`config.mk`:
```
export PLATFORM = sky130hd
export DESIGN_NAME = wb_gpio_flat
export DESIGN_NICKNAME = d
export VERILOG_FILES = /design/src/rtl/wb_gpio_pkg.sv /design/src/rtl/wb_if.sv /design/src/rtl/wb_gpio_debounce.sv /design/src/rtl/wb_gpio.sv /design/src/flat_wrapper.sv
export SDC_FILE = /design/constraint.sdc
export NUM_CORES = 1
export LEC_CHECK = 0
export CORE_MARGIN = 2
export CORE_UTILIZATION = 50
export DETAILED_ROUTE_END_ITERATION = 16
export PLACE_DENSITY = 0.75
export SLEW_MARGIN = 20
export SYNTH_ARGS = -nofsm -noshare
export SYNTH_HDL_FRONTEND = slang
export SYNTH_SLANG_ARGS = --single-unit
```
`constraint.sdc`:
```
create_clock -name clk -period 2.3 [get_ports clk]
set_input_delay 0.23 -clock clk [delete_from_list [all_inputs] [get_ports clk]]
set_output_delay 0.23 -clock clk [all_outputs]
set_load 0.02 [all_outputs]
```
`src/rtl/wb_gpio_pkg.sv`:
```
// Shared definitions for the Wishbone GPIO slave: register offsets, decode width,
// bus handshake states and byte-lane helpers.
package wb_gpio_pkg;

  localparam int DEC_W = 3;

  localparam logic [7:0] GPIO_OUT        = 8'h00;
  localparam logic [7:0] GPIO_OUT_SET    = 8'h04;
  localparam logic [7:0] GPIO_OUT_CLR    = 8'h08;
  localparam logic [7:0] GPIO_OUT_TGL    = 8'h0C;
  localparam logic [7:0] GPIO_IN         = 8'h10;
  localparam logic [7:0] GPIO_IRQ_EN     = 8'h14;
  localparam logic [7:0] GPIO_IRQ_STATUS = 8'h18;
  localparam logic [7:0] GPIO_EDGE_CFG   = 8'h1C;

  typedef enum logic {
    BUS_IDLE,
    BUS_ACK
  } bus_state_t;

  function automatic logic [DEC_W-1:0] reg_idx(input logic [7:0] byte_off);
    return byte_off[DEC_W+1:2];
  endfunction

  function automatic logic [31:0] lane_mask(input logic [3:0] sel);
    return {{8{sel[3]}}, {8{sel[2]}}, {8{sel[1]}}, {8{sel[0]}}};
  endfunction

  // Rise enables live in [15:0], fall enables in [31:16]; only 16 inputs are configurable.
  function automatic logic [31:0] cfg_mask(input int nin);
    logic [31:0] m;
    m = '0;
    for (int i = 0; i < 16; i++) begin
      if (i < nin) begin
        m[i]      = 1'b1;
        m[16 + i] = 1'b1;
      end
    end
    return m;
  endfunction

endpackage

```
`src/rtl/wb_if.sv`:
```
// Pipelined Wishbone bus bundle with 32-bit data, used between interconnect and slaves.
interface wb_if;
  logic        cyc;
  logic        stb;
  logic        we;
  logic [31:0] adr;
  logic [3:0]  sel;
  logic [31:0] dat_m;
  logic [31:0] dat_s;
  logic        ack;
  logic        stall;
  logic        err;

  modport slave  (input cyc, stb, we, adr, sel, dat_m, output dat_s, ack, stall, err);
  modport master (output cyc, stb, we, adr, sel, dat_m, input dat_s, ack, stall, err);
endinterface

```
`src/rtl/wb_gpio_debounce.sv`:
```
// One input bit: synchroniser chain followed by a saturating stability counter.
// rise_o/fall_o pulse in the cycle where the debounced value is about to flip.
module gpio_debounce #(
  parameter int SYNC_STAGES = 2,
  parameter int DEBOUNCE    = 1_000_000
) (
  input  logic clk,
  input  logic rst_n,
  input  logic d_i,
  output logic q_o,
  output logic rise_o,
  output logic fall_o
);

  localparam int CW = (DEBOUNCE > 1) ? $clog2(DEBOUNCE + 1) : 1;
  localparam logic [CW-1:0] LIM = (DEBOUNCE > 1) ? CW'(DEBOUNCE - 1) : '0;

  logic [SYNC_STAGES-1:0] sync_q;
  logic [CW-1:0]          cnt_q;
  logic                   synced;
  logic                   flip;

  assign synced = sync_q[SYNC_STAGES-1];
  // With DEBOUNCE 0 or 1 the limit is zero, so any mismatch flips on the next edge.
  assign flip   = (synced != q_o) && (cnt_q == LIM);
  assign rise_o = flip & ~q_o;
  assign fall_o = flip & q_o;

  always_ff @(posedge clk or negedge rst_n) begin
    if (!rst_n) begin
      sync_q <= '0;
      cnt_q  <= '0;
      q_o    <= 1'b0;
    end else begin
      sync_q <= {sync_q[SYNC_STAGES-2:0], d_i};
      if ((synced == q_o) || flip) cnt_q <= '0;
      else                         cnt_q <= cnt_q + CW'(1);
      if (flip) q_o <= ~q_o;
    end
  end

endmodule

```
`src/rtl/wb_gpio.sv`:
```
// Wishbone GPIO slave: set/clear/toggle output register, debounced inputs with
// per-bit edge capture into sticky status flags, and a registered level interrupt.
module wb_gpio
  import wb_gpio_pkg::*;
#(
  parameter int              NOUT        = 4,
  parameter int              NIN         = 8,
  parameter int              SYNC_STAGES = 2,
  parameter int              DEBOUNCE    = 1_000_000,
  parameter logic [NOUT-1:0] OUT_RESET   = '0
) (
  input  logic            clk,
  input  logic            rst_n,
  wb_if.slave             wb,
  input  logic [NIN-1:0]  gpio_i,
  output logic [NOUT-1:0] gpio_o,
  output logic            irq_o
);

  localparam logic [DEC_W-1:0] A_OUT    = reg_idx(GPIO_OUT);
  localparam logic [DEC_W-1:0] A_SET    = reg_idx(GPIO_OUT_SET);
  localparam logic [DEC_W-1:0] A_CLR    = reg_idx(GPIO_OUT_CLR);
  localparam logic [DEC_W-1:0] A_TGL    = reg_idx(GPIO_OUT_TGL);
  localparam logic [DEC_W-1:0] A_IN     = reg_idx(GPIO_IN);
  localparam logic [DEC_W-1:0] A_EN     = reg_idx(GPIO_IRQ_EN);
  localparam logic [DEC_W-1:0] A_STATUS = reg_idx(GPIO_IRQ_STATUS);
  localparam logic [DEC_W-1:0] A_CFG    = reg_idx(GPIO_EDGE_CFG);
  localparam logic [31:0]      CFG_MASK = cfg_mask(NIN);

  bus_state_t       state_q, state_d;
  logic             accept, hit, wr;
  logic [DEC_W-1:0] off;
  logic [31:0]      wmask, wd, rdata, cfg_q, cfg_d;
  logic [NOUT-1:0]  out_q, out_d;
  logic [NIN-1:0]   in_db, rise, fall, rise_en, fall_en;
  logic [NIN-1:0]   en_q, en_d, status_q, status_d, w1c;
  logic             unused_adr;

  assign accept     = wb.cyc & wb.stb;
  assign off        = wb.adr[DEC_W+1:2];
  // The block owns a 256-byte window; offsets 0x20..0xFF inside it are unmapped.
  assign hit        = (wb.adr[7:5] == 3'b000);
  assign wr         = accept & wb.we & hit;
  assign wmask      = lane_mask(wb.sel);
  assign wd         = wb.dat_m & wmask;
  assign unused_adr = ^{wb.adr[31:8], wb.adr[1:0]};

  assign wb.stall = 1'b0;
  assign wb.err   = 1'b0;
  assign wb.ack   = (state_q == BUS_ACK);
  assign gpio_o   = out_q;

  always_ff @(posedge clk or negedge rst_n) begin
    if (!rst_n) state_q <= BUS_IDLE;
    else        state_q <= state_d;
  end

  always_comb begin
    state_d = BUS_IDLE;
    if (accept) state_d = BUS_ACK;
  end

  for (genvar i = 0; i < NIN; i++) begin : g_in
    gpio_debounce #(
      .SYNC_STAGES (SYNC_STAGES),
      .DEBOUNCE    (DEBOUNCE)
    ) u_db (
      .clk    (clk),
      .rst_n  (rst_n),
      .d_i    (gpio_i[i]),
      .q_o    (in_db[i]),
      .rise_o (rise[i]),
      .fall_o (fall[i])
    );
    if (i < 16) begin : g_cfg
      assign rise_en[i] = cfg_q[i];
      assign fall_en[i] = cfg_q[16 + i];
    end else begin : g_nocfg
      assign rise_en[i] = 1'b0;
      assign fall_en[i] = 1'b0;
    end
  end

  always_comb begin
    out_d = out_q;
    en_d  = en_q;
    cfg_d = cfg_q;
    w1c   = '0;
    if (wr) begin
      case (off)
        A_OUT:    out_d = (out_q & ~wmask[NOUT-1:0]) | wd[NOUT-1:0];
        A_SET:    out_d = out_q | wd[NOUT-1:0];
        A_CLR:    out_d = out_q & ~wd[NOUT-1:0];
        A_TGL:    out_d = out_q ^ wd[NOUT-1:0];
        A_EN:     en_d  = (en_q & ~wmask[NIN-1:0]) | wd[NIN-1:0];
        A_STATUS: w1c   = wd[NIN-1:0];
        A_CFG:    cfg_d = ((cfg_q & ~wmask) | wd) & CFG_MASK;
        default:  ;
      endcase
    end
    // Hardware edge capture is OR-ed in after the clear, so a coincident set survives.
    status_d = (status_q & ~w1c) | (rise & rise_en) | (fall & fall_en);
  end

  always_comb begin
    rdata = '0;
    if (hit) begin
      case (off)
        A_OUT:    rdata[NOUT-1:0] = out_q;
        A_IN:     rdata[NIN-1:0]  = in_db;
        A_EN:     rdata[NIN-1:0]  = en_q;
        A_STATUS: rdata[NIN-1:0]  = status_q;
        A_CFG:    rdata           = cfg_q;
        default:  ;
      endcase
    end
  end

  always_ff @(posedge clk or negedge rst_n) begin
    if (!rst_n) begin
      out_q     <= OUT_RESET;
      en_q      <= '0;
      cfg_q     <= '0;
      status_q  <= '0;
      irq_o     <= 1'b0;
      wb.dat_s  <= '0;
    end else begin
      out_q    <= out_d;
      en_q     <= en_d;
      cfg_q    <= cfg_d;
      status_q <= status_d;
      irq_o    <= |(status_q & en_q);
      if (accept) wb.dat_s <= wb.we ? 32'h0 : rdata;
    end
  end

endmodule

```
`src/flat_wrapper.sv`:
```
// flat-port wrapper written by rule: the top's interface ports become plain ports
module wb_gpio_flat import wb_gpio_pkg::*;
#(
  parameter int              NOUT        = 4,
  parameter int              NIN         = 8,
  parameter int              SYNC_STAGES = 2,
  parameter int              DEBOUNCE    = 1_000_000,
  parameter logic [NOUT-1:0] OUT_RESET   = '0
)
  (clk, rst_n, gpio_i, gpio_o, irq_o, wb_cyc, wb_stb, wb_we, wb_adr, wb_sel, wb_dat_m, wb_dat_s, wb_ack, wb_stall, wb_err);
  wb_if wb_i ();
  input  logic clk;
  input  logic rst_n;
  input  logic [NIN-1:0] gpio_i;
  output logic [NOUT-1:0] gpio_o;
  output logic irq_o;
  input wire logic [$bits(wb_i.cyc)-1:0] wb_cyc;
  input wire logic [$bits(wb_i.stb)-1:0] wb_stb;
  input wire logic [$bits(wb_i.we)-1:0] wb_we;
  input wire logic [$bits(wb_i.adr)-1:0] wb_adr;
  input wire logic [$bits(wb_i.sel)-1:0] wb_sel;
  input wire logic [$bits(wb_i.dat_m)-1:0] wb_dat_m;
  output wire logic [$bits(wb_i.dat_s)-1:0] wb_dat_s;
  output wire logic [$bits(wb_i.ack)-1:0] wb_ack;
  output wire logic [$bits(wb_i.stall)-1:0] wb_stall;
  output wire logic [$bits(wb_i.err)-1:0] wb_err;
  assign wb_i.cyc = wb_cyc;
  assign wb_i.stb = wb_stb;
  assign wb_i.we = wb_we;
  assign wb_i.adr = wb_adr;
  assign wb_i.sel = wb_sel;
  assign wb_i.dat_m = wb_dat_m;
  assign wb_dat_s = wb_i.dat_s;
  assign wb_ack = wb_i.ack;
  assign wb_stall = wb_i.stall;
  assign wb_err = wb_i.err;
  wb_gpio #(.NOUT(NOUT), .NIN(NIN), .SYNC_STAGES(SYNC_STAGES), .DEBOUNCE(DEBOUNCE), .OUT_RESET(OUT_RESET)) u_core (.clk(clk), .rst_n(rst_n), .wb(wb_i), .gpio_i(gpio_i), .gpio_o(gpio_o), .irq_o(irq_o));
endmodule
```
* After elaboration in Yosys (flattened, before gate mapping)
Index checks and enable logic that the tools add are counted. W data, S select, Z words.
Storage, ports and cells: register bits after elaboration 254, bits of input ports 81, output and inout bits 40
Cells by class: add/sub/neg operators 8, equal/unequal tests 31, muxes and demuxes 17, bitwise gates (word level) 48, reduce and logical (&&, ||, !) cells 23
Operators by type and width (count):
- $add A20 B1 Y20 const B | 8
- $eq A20 B20 Y1 const B | 8
- $mux W20 | 8
- $and A24 B24 Y24 | 2
- $and A8 B8 Y8 | 5
- $mux W32 | 1
- $pmux W4 S4 | 2
- $mux W24 | 1
- $not A24 Y24 | 1
- $or A24 B24 Y24 | 1
- $or A8 B8 Y8 | 3
- $pmux W4 S5 | 1
- $and A1 B1 Y1 | 19
- $mux W16 | 1
- $mux W8 | 2
- $not A8 Y8 | 2
- $eq A3 B3 Y1 const B | 4
- $and A4 B4 Y4 | 2
- $eq A1 B1 Y1 | 8
- $logic_and A1 B1 Y1 | 8
- $logic_or A1 B1 Y1 | 8
- $ne A1 B1 Y1 | 8
- $not A1 Y1 | 8
- $not A4 Y4 | 2
- 9 further kinds | 14

* Longest topological paths before layout
Gate-level depths: netlist of run 1.
word-level depth 8, depth in mapped cells 7, gate-level depth less buffers 6

* By module
Synthesis of run 1 repeated with hierarchy kept, for this count alone.
Unflattened totals: cell total of the unflattened synthesis 1089, area, all modules 11588.6 um2
By module, submodules not included:
- gpio_debounce | instances 8, cells an instance 107, area an instance 1104.8 um2, sequential area each 575.6 um2
- wb_gpio | instances 1, cells an instance 233, area an instance 2750.1 um2, sequential area each 1351.3 um2

* Least setup slack after synthesis of run 1
No wires, ideal clock.
path kind register -> register, start point register u_core.g_in[3].u_db.cnt_q[6], end point register u_core.g_in[3].u_db.q_o, library setup time 0.125 ns, arrival 2.051 ns, data required time 2.175 ns, slack 0.124 ns, cell stages (with the launch flop) 5, path buffers 0, period minus slack after synthesis 2.176 ns, path through dfrtp_1 -> or4_1 -> or4_4 -> or3_4 -> mux2_4
On the way: longest elaborated chain between the ends 2
Ends and longest elaborated chain:
- start, declared | line wb_gpio_debounce.sv:19 | logic [CW-1:0] cnt_q;
- start signal, assigned | line wb_gpio_debounce.sv:37 | else cnt_q <= cnt_q + CW'(1);
- $eq A20 B20 Y1 | line wb_gpio_debounce.sv:25 | assign flip = (synced != q_o) && (cnt_q == LIM);
- $logic_and A1 B1 Y1 | line wb_gpio_debounce.sv:25
- end signal, assigned | line wb_gpio_debounce.sv:38 | if (flip) q_o <= ~q_o;
- end, declared | line wb_gpio_debounce.sv:10 | output logic q_o,
Every way passes these cells. A chain may end at the register's enable or synchronous reset.

* Worst setup path after layout of run 1
Ends and elaborated chain as after synthesis.

==> reports/metrics.cfg, run 1 <==
[logic_synthesis]
synth_edf_count = 0
synth_cell_types = 53
synth_flop_cell = dfrtp_1
synth_seq_area_share_pct = 51.9
async_flop_share_pct = 100
ys_ff_latch = 238
synth_top_cell_by_area = dfrtp_1
synthesis.area_um2 = 11500
synth.yosys.warnings = 0
synth_top_area_share_pct = 51.9
yosys-top-cells-area = dfrtp_1 52%, xor2_1 4.4%, nor2_1 4.3%
syn_area_per_cell_um2 = 10.3
postSynthCellCount = 1113

[pwr]
vdd_drop_max_v = 0.000562
p_leak_nw = 5.59
power_density_nw_per_um2 = 666

[cts]
cts_max_level = 1
cts_tree = yes
cts_root_buffer = clkbuf_16
clock_path_buffers = 3
cts.sinks = 238
clk_latency_ps = 540
cts_resized = 0
clk_pin_slew_worst_paths_ps = 60
numCtsBuffers = 26

[drt]
wl_um = 25200
via_per_inst = 5.72
wl_per_cell_um = 16.6
drt_first_pass_iters = 5
drt_first_iter_violations = 536
drtAntennaViolNets = 0
num_vias = 8695
post-route-drc-count = 0

[setup_path]
crit_fanout = 3
worst_ep_arrival_time_ps = 2630
crit_chain = or4_1 > or4_4 > or3_4 > mux2_4
worstReg2RegStart = u_core.g_in[3].u_db.cnt_q[6]$_DFF_PN0_
rr_endpoint = u_core.g_in[3].u_db.q_o$_DFFE_PN0N_
worst_r2r_path_depth = 4
worstPathRequired_ps = 2720
crit_path_top_delay_cell = or4_1
crit_start = u_core.g_in[3].u_db.cnt_q[6]$_DFF_PN0_
rrSetupSlack_ps = 80
cp-end-kind = register
worstSetupPathType = register to register
endpoint = u_core.g_in[3].u_db.q_o$_DFFE_PN0N_
max_stage_delay_ps = 540
critPathLaunchType = register

[flow_run]
maxCapViolCount = 0

[global_routing]
track_usage_pct = 21.4
grt_pass1_wl_um = 42500
grt_max_degree = 68
antenna_found_initial = 0
grt_pass1_vias = 8667
overflow = 0

[sta]
clock_skew_ps = 12.6
fin_crit_ps = 2220
drv_slew = 0
max_freq_mhz = 451
hold_violations = 0
relSlewSlack_pct = 63.3
setup_violations = 0
worst_pin_slew_ps = 545
final.setup.tns_ps = 0
rsz0062_at_grt = no
finalCritPeriodShare_pct = 96.4
postLayoutSetupSlackWorst_ps = 82.5

[placement]
dp.cells = 1471
finalWeightedCongestion = 0.881
dpl_worst_slack_ps = 98.7
portBuffers = 58
hpwl_um = 17400

[hold_path]
hold_class = input pin to register

[layout]
mostFrequentLayoutCell = dfrtp_1
synthToLayoutAreaGrowth_pct = 17.8
fillers = 1899
mostFrequentLayoutCells = 238 x dfrtp_1, 130 x nor2_1, 77 x nand2_1, 66 x nand3_1
multi_input_area_um2 = 5230
layout-drive-gt1-share_pct = 11.8
fin_nets = 1308
instances_no_fill = 1519
seq_area_um2 = 5960
n_antenna_cell = 0

[floorplan]
core_um2 = 22600
fp.dieW_um = 155
initial_core_util_pct = 50.8
num_rows = 55
pin_count = 121
die_area_um2 = 24200
fp.dieH_um = 155

[outcome]
outcome = completed

[cells in the mapped netlist (2+ instances only)]
| cell type | count |
|---|---|
| o221a_2 | 4 |
| mux4_2 | 4 |
| o31ai_1 | 25 |
| xnor2_1 | 50 |
| clkbuf_1 | 27 |
| dfrtp_1 | 238 |
| o31ai_2 | 3 |
| a22o_1 | 15 |
| buf_1 | 2 |
| mux2_2 | 31 |
| a22oi_1 | 8 |
| or3_1 | 28 |
| and4_1 | 13 |
| nand2_1 | 77 |
| nor4_1 | 23 |
| a31oi_1 | 4 |
| o21ai_0 | 42 |
| or4_1 | 29 |
| xor2_1 | 57 |
| buf_2 | 2 |
| ha_1 | 12 |
| o211ai_1 | 2 |
| nor2_1 | 130 |
| mux2i_1 | 4 |
| or4b_1 | 2 |
| nand3_1 | 66 |
| and3_1 | 22 |
| nor3_1 | 16 |
| a32o_1 | 4 |
| buf_4 | 19 |
| a21oi_1 | 45 |
| nor4b_1 | 10 |
| or4b_2 | 2 |
| nand3b_1 | 7 |
| nand4b_1 | 2 |
| nand4_1 | 37 |
| and2_1 | 2 |
| inv_1 | 28 |
| o41ai_1 | 2 |
| nor2b_1 | 6 |
[metrics by stage]
step | util (%) | cell area [um2] | hold slack, ps | total power [mW]
after floorplan | - | 11500 | -65.6 | 4.62
after global placement | 56.0 | 12600 | 159 | 4.87
after detailed placement | 56.0 | 12600 | 158 | 4.88
after CTS | 59.9 | 13500 | 110 | 9.09
after global routing | 59.9 | 13500 | 113 | 9.33
final | 59.9 | 13500 | 131 | 9.00
[critical path, delay by kind of cell, from the launching register on]
kind,cells,cell delay (ps)
simple gates,3,1420
flops,1,380
mux,1,300
[area by class of cell]
cell class | count | share of cell area (%)
clock buffer | 34 | 5.19
inverter | 28 | 0.778
sequential | 238 | 44.1
clock inverter | 13 | 1.20
tap | 285 | 2.64
multi-input combinational | 814 | 38.7
timing repair buffer | 107 | 7.44
[kinds of logic after synthesis]
logic type               count (synthesis)  synth area share (%)
buffers and inverters                   78                  3.20
flip-flops                             238                  51.9
AND/OR/NAND/NOR                        478                  21.9
multiplexers                            40                  4.31
adder cells (fa/ha/maj)                 12                  1.31
XOR/XNOR                               107                  8.17
AO/OA/AOI/OAI                          159                  9.16
other                                    1                0.0327
[where the power goes]
part	internal, mW	total (mW)	switching [mW]
combinational	0.190	0.476	0.287
clock	2.49	4.19	1.70
sequential	4.26	4.33	0.0743
[timing repair]
action,CTS,global route
hold endpoints to repair,92,0
setup buffers,0,0
setup endpoints to repair,0,0
hold buffers,1,0
[layer usage]
layer / global-route usage [%] / up-vias / routed length, um
li1: - / 4187 / -
met1: 29.1 / 4293 / 11100
met2: 35.4 / 162 / 12200
met3: 3.73 / 53 / 1170
met4: 6.29 / 0 / 719
met5: 0 / - / 0
[how the worst min path moves through the flow]
stage	start	slack, ps	endpoint	cells past startpoint
global route	gpio_i[1]	110	u_core.g_in[1].u_db.sync_q[0]$_DFF_PN0_	1
detailed placement	rst_n	160	u_core.g_in[2].u_db.cnt_q[8]$_DFF_PN0_	1
global placement	rst_n	160	u_core.g_in[2].u_db.cnt_q[12]$_DFF_PN0_	1
floorplan	rst_n	-70	asynchronous set/reset pin	0
CTS	gpio_i[0]	110	u_core.g_in[0].u_db.sync_q[0]$_DFF_PN0_	1
finish	gpio_i[1]	130	u_core.g_in[1].u_db.sync_q[0]$_DFF_PN0_	1
No activity file was read; power rests on OpenSTA's default activity.
==> run 2, diff against run 1 <==
--- a/config.mk
+++ b/config.mk
@@ -5,10 +5,12 @@
 export SDC_FILE = /design/constraint.sdc
 export NUM_CORES = 1
 export LEC_CHECK = 0
+export CELL_PAD_IN_SITES_DETAIL_PLACEMENT = 1
+export CELL_PAD_IN_SITES_GLOBAL_PLACEMENT = 2
 export CORE_MARGIN = 2
-export CORE_UTILIZATION = 50
+export CORE_UTILIZATION = 33
 export DETAILED_ROUTE_END_ITERATION = 16
-export PLACE_DENSITY = 0.75
+export PLACE_DENSITY_LB_ADDON = 0.1
 export SLEW_MARGIN = 20
 export SYNTH_ARGS = -nofsm -noshare
 export SYNTH_HDL_FRONTEND = slang
==> run 2 against run 1 <==
Sequential power is essentially flat. Total power grew 6.2%. First-iteration DRC count shrank 32%. Clock power grew 13%. Register-to-register slack gained 50 ps. Maximum frequency grew 2.2%.
==> reports/metrics.cfg, run 2 (same netlist as run 1, synthesis figures left out) <==
[sta]
fin_crit_ps = 2170  ; -48.2 ps
final.setup.tns_ps = 0  ; unchanged
setup_violations = 0  ; unchanged
relSlewSlack_pct = 58.8  ; -4.5 points
hold_violations = 0  ; unchanged
worst_pin_slew_ps = 612  ; +66.8 ps
max_freq_mhz = 461  ; +2.2%
rsz0062_at_grt = no
drv_slew = 0  ; unchanged
finalCritPeriodShare_pct = 94.3  ; -2.1 points
clock_skew_ps = 7.28  ; -5.36 ps

[setup_path]
crit_path_top_delay_cell = or4_1
rr_endpoint = u_core.g_in[3].u_db.q_o$_DFFE_PN0N_
cp_num_buf_inv = 0  ; unchanged
worstSetupPathType = register to register
worst_r2r_path_depth = 4  ; unchanged
rrSetupSlack_ps = 130  ; +50 ps
crit_chain = or4_1 > or4_4 > or3_4 > mux2_4
critPathLaunchType = register
cp-end-kind = register
path_delay_family = simple AND/OR/NAND/NOR gates
worst_ep_arrival_time_ps = 2620  ; about the same
crit_fanout = 3  ; unchanged
worstPathRequired_ps = 2750  ; +30 ps
max_stage_delay_ps = 530  ; about the same
worstReg2RegStart = u_core.g_in[3].u_db.cnt_q[6]$_DFF_PN0_

[floorplan]
fp.dieW_um = 190  ; +22%
core_um2 = 34400  ; +52%
die_area_um2 = 36300  ; +50%
num_rows = 68  ; +24%
fp.dieH_um = 190  ; +22%
pin_count = 121  ; unchanged
initial_core_util_pct = 33.4  ; -17 points

[global_routing]
overflow = 0  ; unchanged
antenna_found_initial = 2  ; +2
gr-usage-met1_pct = 23.0  ; -6.1 points
grtUsageMet3_pct = 2.93  ; -0.81 points
grt_max_degree = 67  ; -1.5%
track_usage_pct = 17.0  ; -4.4 points
met2_usage_pct = 28.0  ; -7.5 points
top_usage_layer = met2
grt_pass1_wl_um = 49500  ; +17%
grt_pass1_vias = 9223  ; +6.4%

[cts]
cts.sinks = 238  ; unchanged
cts_setup_buffers = 0  ; unchanged
clk_pin_slew_worst_paths_ps = 60  ; about the same
clk_latency_ps = 560  ; +20 ps
cts_root_buffer = clkbuf_16
cts_max_level = 1  ; unchanged
numCtsBuffers = 29  ; +12%
cts_tree = yes
clock_path_buffers = 3  ; unchanged

[hold_path]
whs_path_depth = 1  ; unchanged
hold_end = u_core.g_in[1].u_db.sync_q[0]$_DFF_PN0_
hold_class = input pin to register
worstHoldStart = gpio_i[1]

[layout]
synthToLayoutAreaGrowth_pct = 21.2
fillers = 3852  ; +100%
mostFrequentLayoutCells = 238 x dfrtp_1, 130 x nor2_1, 77 x nand2_1, 66 x nand3_1
fin_nets = 1321  ; +0.99%
mostFrequentLayoutCell = dfrtp_1
design_area_um2 = 13900  ; +2.9%
layout-drive-gt1-share_pct = 12.7  ; +0.97 points

[drt]
via_per_inst = 5.11  ; -11%
post-route-drc-count = 0  ; unchanged
wl_per_cell_um = 17.4  ; +5.1%
num_vias = 8726  ; +0.36%
drt_first_pass_iters = 4  ; -1
wl_um = 29700  ; +18%
drt_first_iter_violations = 363  ; -32%
drtAntennaViolNets = 0  ; unchanged

[placement]
finalWeightedCongestion = 0.736  ; -16%
hpwl_um = 21000  ; +20%
portBuffers = 58  ; unchanged
dpl_cell_area_um2 = 12900  ; +2.1%

[pwr]
p_leak_nw = 5.71  ; +2.0%
vdd_drop_max_v = 0.000497  ; -12%
power_density_nw_per_um2 = 687  ; +3.2%

[flow_run]
maxCapViolCount = 0  ; unchanged

[outcome]
outcome = completed

run 2: layout make-up:
cell class	instances	area, um2	area share [%]
Antenna cell	1	2.50	0.0180
Clock buffer	45	866	6.23
Clock inverter	8	119	0.855
Inverter	28	105	0.756
Multi-Input combinational cell	814	5230	37.6
Sequential cell	238	5960	42.8
Tap cell	455	569	4.10
Timing Repair Buffer	117	1060	7.60
run 2: stage by stage:
stage / util, % / hold slack (ps) / setup slack, ps / total power, mW / std cells
2_1_floorplan: - / -65.6 / 124 / 4.62 / 1130
3_3_place_gp: 37.5 / 164 / 114 / 4.90 / 1651
3_5_place_dp: 37.5 / 166 / 104 / 4.90 / 1651
4_1_cts: 40.4 / 73.0 / 113 / 9.75 / 1705
5_1_grt: 40.4 / 83.4 / 30.0 / 9.99 / 1706
6_report: 40.4 / 104 / 131 / 9.55 / 1706
run 2: how the worst max path moves through the flow:
stage,startpoint,end,slack (ps),cells after the start
after floorplan,u_core.g_in[3].u_db.cnt_q[6]$_DFF_PN0_,u_core.g_in[3].u_db.q_o$_DFFE_PN0N_,120,4
after global placement,wb_adr[6],register,110,6
after detailed placement,wb_adr[6],register,100,6
after CTS,u_core.g_in[3].u_db.cnt_q[6]$_DFF_PN0_,u_core.g_in[3].u_db.q_o$_DFFE_PN0N_,110,4
after global routing,u_core.g_in[0].u_db.cnt_q[0]$_DFF_PN0_,u_core.g_in[0].u_db.cnt_q[18]$_DFF_PN0_,30,5
final,u_core.g_in[3].u_db.cnt_q[6]$_DFF_PN0_,u_core.g_in[3].u_db.q_o$_DFFE_PN0N_,130,4
run 2: what timing repair did:
item	4_1_cts	5_1_grt
hold endpoints to repair	93	0
hold buffers	1	0
gates resized for setup	0	0
run 2: worst reg2reg max path: stages (launching register included):
cell and delay [ps]:
dfrtp_1 370, or4_1 530, or4_4 510, or3_4 360
mux2_4 300
run 2: report_power, final:
part | total (mW) | switching (mW) | internal, mW | leakage, nW
Clock | 4.74 | 1.83 | 2.90 | 0.487
Combinational | 0.482 | 0.294 | 0.188 | 1.98
Sequential | 4.33 | 0.0713 | 4.26 | 3.24
Total | 9.55 | 2.20 | 7.35 | 5.71
run 2: metal layers:
metal,share of wire (%),vias up
met5,0.044,-
met4,1.9,2
met3,3.4,39
met2,47,77
met1,48,4379
li1,-,4229
